$ cat config.mk
export PLATFORM = sky130hd
export DESIGN_NAME = opl3_timer_bank
export DESIGN_NICKNAME = d
export VERILOG_FILES = /design/src/rtl/opl3_timer_bank.sv
export SDC_FILE = /design/constraint.sdc
export NUM_CORES = 1
export LEC_CHECK = 0
export CAP_MARGIN = 20
export CORE_UTILIZATION = 35
export CTS_BUF_LIST = sky130_fd_sc_hd__clkbuf_16
export DETAILED_ROUTE_END_ITERATION = 16
export PLACE_DENSITY = 0.57
export SYNTH_ARGS = -nofsm -noshare
export SYNTH_HDL_FRONTEND = slang
export SYNTH_SLANG_ARGS = --single-unit
$ cat constraint.sdc
create_clock -name i_clk -period 2 [get_ports i_clk]
set_input_delay 0.2 -clock i_clk [delete_from_list [all_inputs] [get_ports i_clk]]
set_output_delay 0.2 -clock i_clk [all_outputs]
set_load 0.01 [all_outputs]
$ cat src/rtl/opl3_timer_bank.sv
// OPL3-style programmable timer bank: a shared prescaler feeds a cascade of tick strobes.
// Each timer is an up-counter that reloads on overflow and raises a sticky, maskable IRQ flag.
module opl3_timer_bank #(
  parameter int NUM_TIMERS       = 2,
  parameter int TIMER_WIDTH      = 8,
  parameter int BASE_TICK_CYCLES = 4000,
  parameter int TICK_RATIO       = 4
) (
  input  logic                                i_clk,
  input  logic                                i_reset,
  input  logic [NUM_TIMERS*TIMER_WIDTH-1:0]   i_timer_preload,
  input  logic [NUM_TIMERS-1:0]               i_timer_start,
  input  logic [NUM_TIMERS-1:0]               i_timer_mask,
  input  logic                                i_irq_rst,
  output logic [NUM_TIMERS-1:0]               o_status_flag,
  output logic                                o_irq,
  output logic [NUM_TIMERS-1:0]               o_overflow_pulse,
  output logic [NUM_TIMERS-1:0]               o_tick
);

  localparam int PW = $clog2(BASE_TICK_CYCLES);
  localparam int RW = (TICK_RATIO > 1) ? $clog2(TICK_RATIO) : 1;
  localparam logic [PW-1:0] PRESCALE_LAST = PW'(BASE_TICK_CYCLES - 1);
  localparam logic [RW-1:0] RATIO_LAST    = RW'(TICK_RATIO - 1);

  logic [PW-1:0]         r_prescaler;
  logic [NUM_TIMERS-1:0] w_tick_int;

  always_ff @(posedge i_clk) begin
    if (i_reset) begin
      r_prescaler <= '0;
    end else if (r_prescaler == PRESCALE_LAST) begin
      r_prescaler <= '0;
    end else begin
      r_prescaler <= r_prescaler + 1'b1;
    end
  end

  assign w_tick_int[0] = (r_prescaler == PRESCALE_LAST);

  // Every slower tick is a subset of the faster one, so all strobes align with a base tick.
  genvar gi;
  generate
    for (gi = 1; gi < NUM_TIMERS; gi++) begin : g_cascade
      logic [RW-1:0] r_ratio;

      always_ff @(posedge i_clk) begin
        if (i_reset) begin
          r_ratio <= '0;
        end else if (w_tick_int[gi-1]) begin
          r_ratio <= (r_ratio == RATIO_LAST) ? '0 : r_ratio + 1'b1;
        end
      end

      assign w_tick_int[gi] = w_tick_int[gi-1] && (r_ratio == RATIO_LAST);
    end
  endgenerate

  generate
    for (gi = 0; gi < NUM_TIMERS; gi++) begin : g_timer
      logic                   r_start_prev;
      logic [TIMER_WIDTH-1:0] r_count;
      logic                   r_ovf;
      logic                   r_flag;
      logic                   r_tick;
      logic [TIMER_WIDTH-1:0] w_preload;
      logic                   w_start_rise;
      logic                   w_run_tick;
      logic                   w_overflow;

      assign w_preload    = i_timer_preload[gi*TIMER_WIDTH +: TIMER_WIDTH];
      assign w_start_rise = i_timer_start[gi] & ~r_start_prev;
      assign w_run_tick   = i_timer_start[gi] & r_start_prev & w_tick_int[gi];
      assign w_overflow   = w_run_tick & (&r_count);

      always_ff @(posedge i_clk) begin
        if (i_reset) begin
          r_start_prev <= 1'b0;
          r_count      <= '0;
          r_ovf        <= 1'b0;
          r_flag       <= 1'b0;
          r_tick       <= 1'b0;
        end else begin
          r_start_prev <= i_timer_start[gi];
          r_ovf        <= w_overflow;
          r_tick       <= w_tick_int[gi];
          // Preload is sampled only here, so changes while running wait for the next reload.
          if (w_start_rise || w_overflow) begin
            r_count <= w_preload;
          end else if (w_run_tick) begin
            r_count <= r_count + 1'b1;
          end
          // A set from an unmasked overflow beats a coincident clear.
          if (w_overflow && !i_timer_mask[gi]) begin
            r_flag <= 1'b1;
          end else if (i_irq_rst) begin
            r_flag <= 1'b0;
          end
        end
      end

      assign o_overflow_pulse[gi] = r_ovf;
      assign o_status_flag[gi]    = r_flag;
      assign o_tick[gi]           = r_tick;
    end
  endgenerate

  assign o_irq = |o_status_flag;

endmodule

==> run_results.csv, run 1 <==
group,metric,value,unit
clock_tree,clkSinkCount,38,
drt,viasPerCell,5.35,
drt,ant_nets,0,
clock_tree,ctsLongestPathBuffers,2,
clock_tree,cts_buffers,5,
flow_run,max_cap_viol_count,0,
floorplan,core,5610,um^2
timing,worst_pin_slew,370,ps
drt,wire_per_inst,13.9,um
timing,skew,4.81,ps
critical_path,end_kind,"flop",
yosys,async_flop_share,0,%
final_layout,diodes,0,
timing,tns,0,ps
placed_design,place.gp.congestion,0.865,
clock_tree,path_clk_slew,60,ps
critical_path,crit_path_max_fanout,5,
critical_path,critPathTopFamily,"simple AND/OR/NAND/NOR gates",
grt,first_global_vias,1806,
clock_tree,cts_tree,"yes",
final_layout,layoutNonFillerInstCount,358,
critical_path,cp_num_buf_inv,0,
critical_path,worst_path_largest_cell_delay,360,ps
timing,finalCritPeriodShare,92.3,%
drt,drt_iter0_drc,67,
floorplan,fp.dieW,78.9,um
timing,finalSetupViolations,0,
critical_path,arrival,2010,ps
final_layout,drive_above_1_share,15.0,%
placed_design,dpl.cell_count,352,
floorplan,dieArea,6220,um^2
floorplan,ios,30,
grt,grt_overflow,0,
yosys,ys_ff_latch,38,
critical_path,cp.required,2170,ps
yosys,synth_nets,267,
final_layout,nFillCells,581,
power_and_ir_drop,p_leak,1.01,nW
final_layout,final_common_cell,"dfxtp_1",
critical_path,crit_chain,"ha_1, and4_4, and4_1, nand4_1, a21o_1, a311o_1",
drt,drcViolationCount,0,
power_and_ir_drop,ir_drop,0.452,mV
timing,clock.fmax,0.542,GHz
hold_path,hold_path_class,"reg -> reg",
status,status,"finished clean",
final_layout,finalNetCount,314,
yosys,synth_edf_count,0,
power_and_ir_drop,powerDensity,638,nW/um^2
floorplan,start_util,36.9,%
drt,routed_wl,4980,um
placed_design,dpl-instance-area,2550,um^2
critical_path,crit_type,"reg -> reg",
yosys,yosys_warnings,0,
yosys,yosys.cell_types.count,49,
drt,vias,1917,
grt,grt_pass1_wl,8490,um
yosys,synth_area_per_cell,8.62,um^2
critical_path,crit_path_top_delay_cell,"dfxtp_1",
timing,period_needed,1850,ps
final_layout,final_cell_area,2700,um^2
clock_tree,htreeDepth,2,
yosys,synth_seq_area_share,36.8,%
critical_path,crit_path_start_kind,"flop",
floorplan,rows,27,
placed_design,dp_hpwl,3660,um
floorplan,die_h,78.9,um
final_layout,area_growth,30.4,%
drt,drtPass1Iterations,4,
final_layout,post-route-util,48.1,%
grt,grt_max_degree,24,
grt,antenna_found_initial,0,
yosys,synthCells,240,
yosys,synthesis.area,2070,um^2
clock_tree,cts-root-buf,"clkbuf_16",
final_layout,layout.cells.most_common_list,"38 x dfxtp_1, 29 x clkdlybuf4s50_1, 23 x buf_4",
clock_tree,insertion_delay,280,ps
timing,slew_violations,0,
grt,grt_use_total,17.5,%
timing,maxSlewHeadroom,75.2,%
timing,finalHoldViolations,0,
yosys,synth_flop_cell,"dfxtp_1",
placed_design,portBuffers,29,
-- timing repair --
| action | CTS | global route |
|---|---|---|
| resized for setup | 0 | 6 |
| endpoints found under the setup margin | 0 | 9 |
| hold buffers | 0 | 0 |
| setup buffers | 0 | 0 |
-- power breakdown --
part	internal, mW	switching [mW]
clock	0.443	0.283
combinational	0.0954	0.0816
sequential	0.787	0.0322
total	1.33	0.397
-- registers in the layout, indices dropped and copies added (netlist names) --
name                  cells
g_timer.r_count          16
r_prescaler              12
g_cascade.r_ratio         2
g_timer.r_flag            2
g_timer.r_ovf             2
g_timer.r_start_prev      2
g_timer.r_tick            2
-- final cells by class --
class	instances	area [um^2]	area share, %
sequential	38	761	28.2
tap	72	90.1	3.34
clock inverter	1	3.75	0.139
clock buffer	5	125	4.64
inverter	7	26.3	0.974
multi-input combinational	183	1230	45.5
timing repair buffer	52	463	17.2
-- synth_stat cells, drive strengths merged, types with 4 or more instances --
| library cell | count | area share [%] |
|---|---|---|
| dfxtp | 38 | 37 |
| nor2 | 22 | 4.0 |
| nand2 | 21 | 3.8 |
| nand3 | 12 | 3.5 |
| nand4 | 12 | 3.6 |
| nor3 | 11 | 3.9 |
| a21oi | 10 | 2.4 |
| xnor2 | 9 | 3.8 |
| buf | 8 | 2.9 |
| o21ai | 8 | 1.9 |
| and4 | 7 | 3.0 |
| a31oi | 6 | 1.8 |
| and3 | 6 | 1.8 |
| inv | 6 | 1.1 |
| nor2b | 5 | 1.5 |
| or3 | 5 | 1.5 |
| clkbuf | 4 | 0.73 |
| ha | 4 | 2.4 |
| nor4 | 4 | 1.2 |
-- stage by stage --
stage                     power, mW  hold WS [ps]  setup WS (ps)
final                          1.72           456            154
after global routing           1.80           508          -6.04
after CTS                      1.74           462           54.4
after detailed placement       1.01           450           61.2
after global placement         1.01           443            120
after floorplan               0.921           272            175
-- logic make-up (layout without fill, tap and decap cells) --
logic type,after synthesis,count (layout),synth area share [%]
simple gates,118,118,32.6
compound gates,48,48,17.7
flops,38,38,36.8
buf+inv,19,65,4.90
xor+xnor,12,12,5.08
fa+ha+maj,4,4,2.42
mux,1,1,0.484
-- layer usage --
metal / GRT usage, % / wire (um) / vias to the layer above
met5: 0 / 0 / -
met4: 4.91 / 54 / 0
met3: 3.68 / 211 / 6
met2: 28.1 / 2260 / 42
met1: 23.5 / 2450 / 884
li1: - / - / 985
-- final timing paths --
check	end	slack (ps)	from	cells after the start
hold / removal	r_prescaler[0]	460	r_prescaler[0]	1
setup / recovery	g_timer[1].r_count[7]	150	r_prescaler[0]	6
setup reg to reg	g_timer[1].r_count[7]	150	r_prescaler[0]	6
hold reg to reg	r_prescaler[0]	460	r_prescaler[0]	1
(Power assumes the default switching activity.)
==> run 2, diff against run 1 <==
--- a/config.mk
+++ b/config.mk
@@ -9,6 +9,7 @@
 export CORE_UTILIZATION = 35
 export CTS_BUF_LIST = sky130_fd_sc_hd__clkbuf_16
 export DETAILED_ROUTE_END_ITERATION = 16
+export GPL_ROUTABILITY_DRIVEN = 0
 export PLACE_DENSITY = 0.57
 export SYNTH_ARGS = -nofsm -noshare
 export SYNTH_HDL_FRONTEND = slang
==> results of run 2 <==
The final DEF is identical to that of run 1; final timing and power are the same.
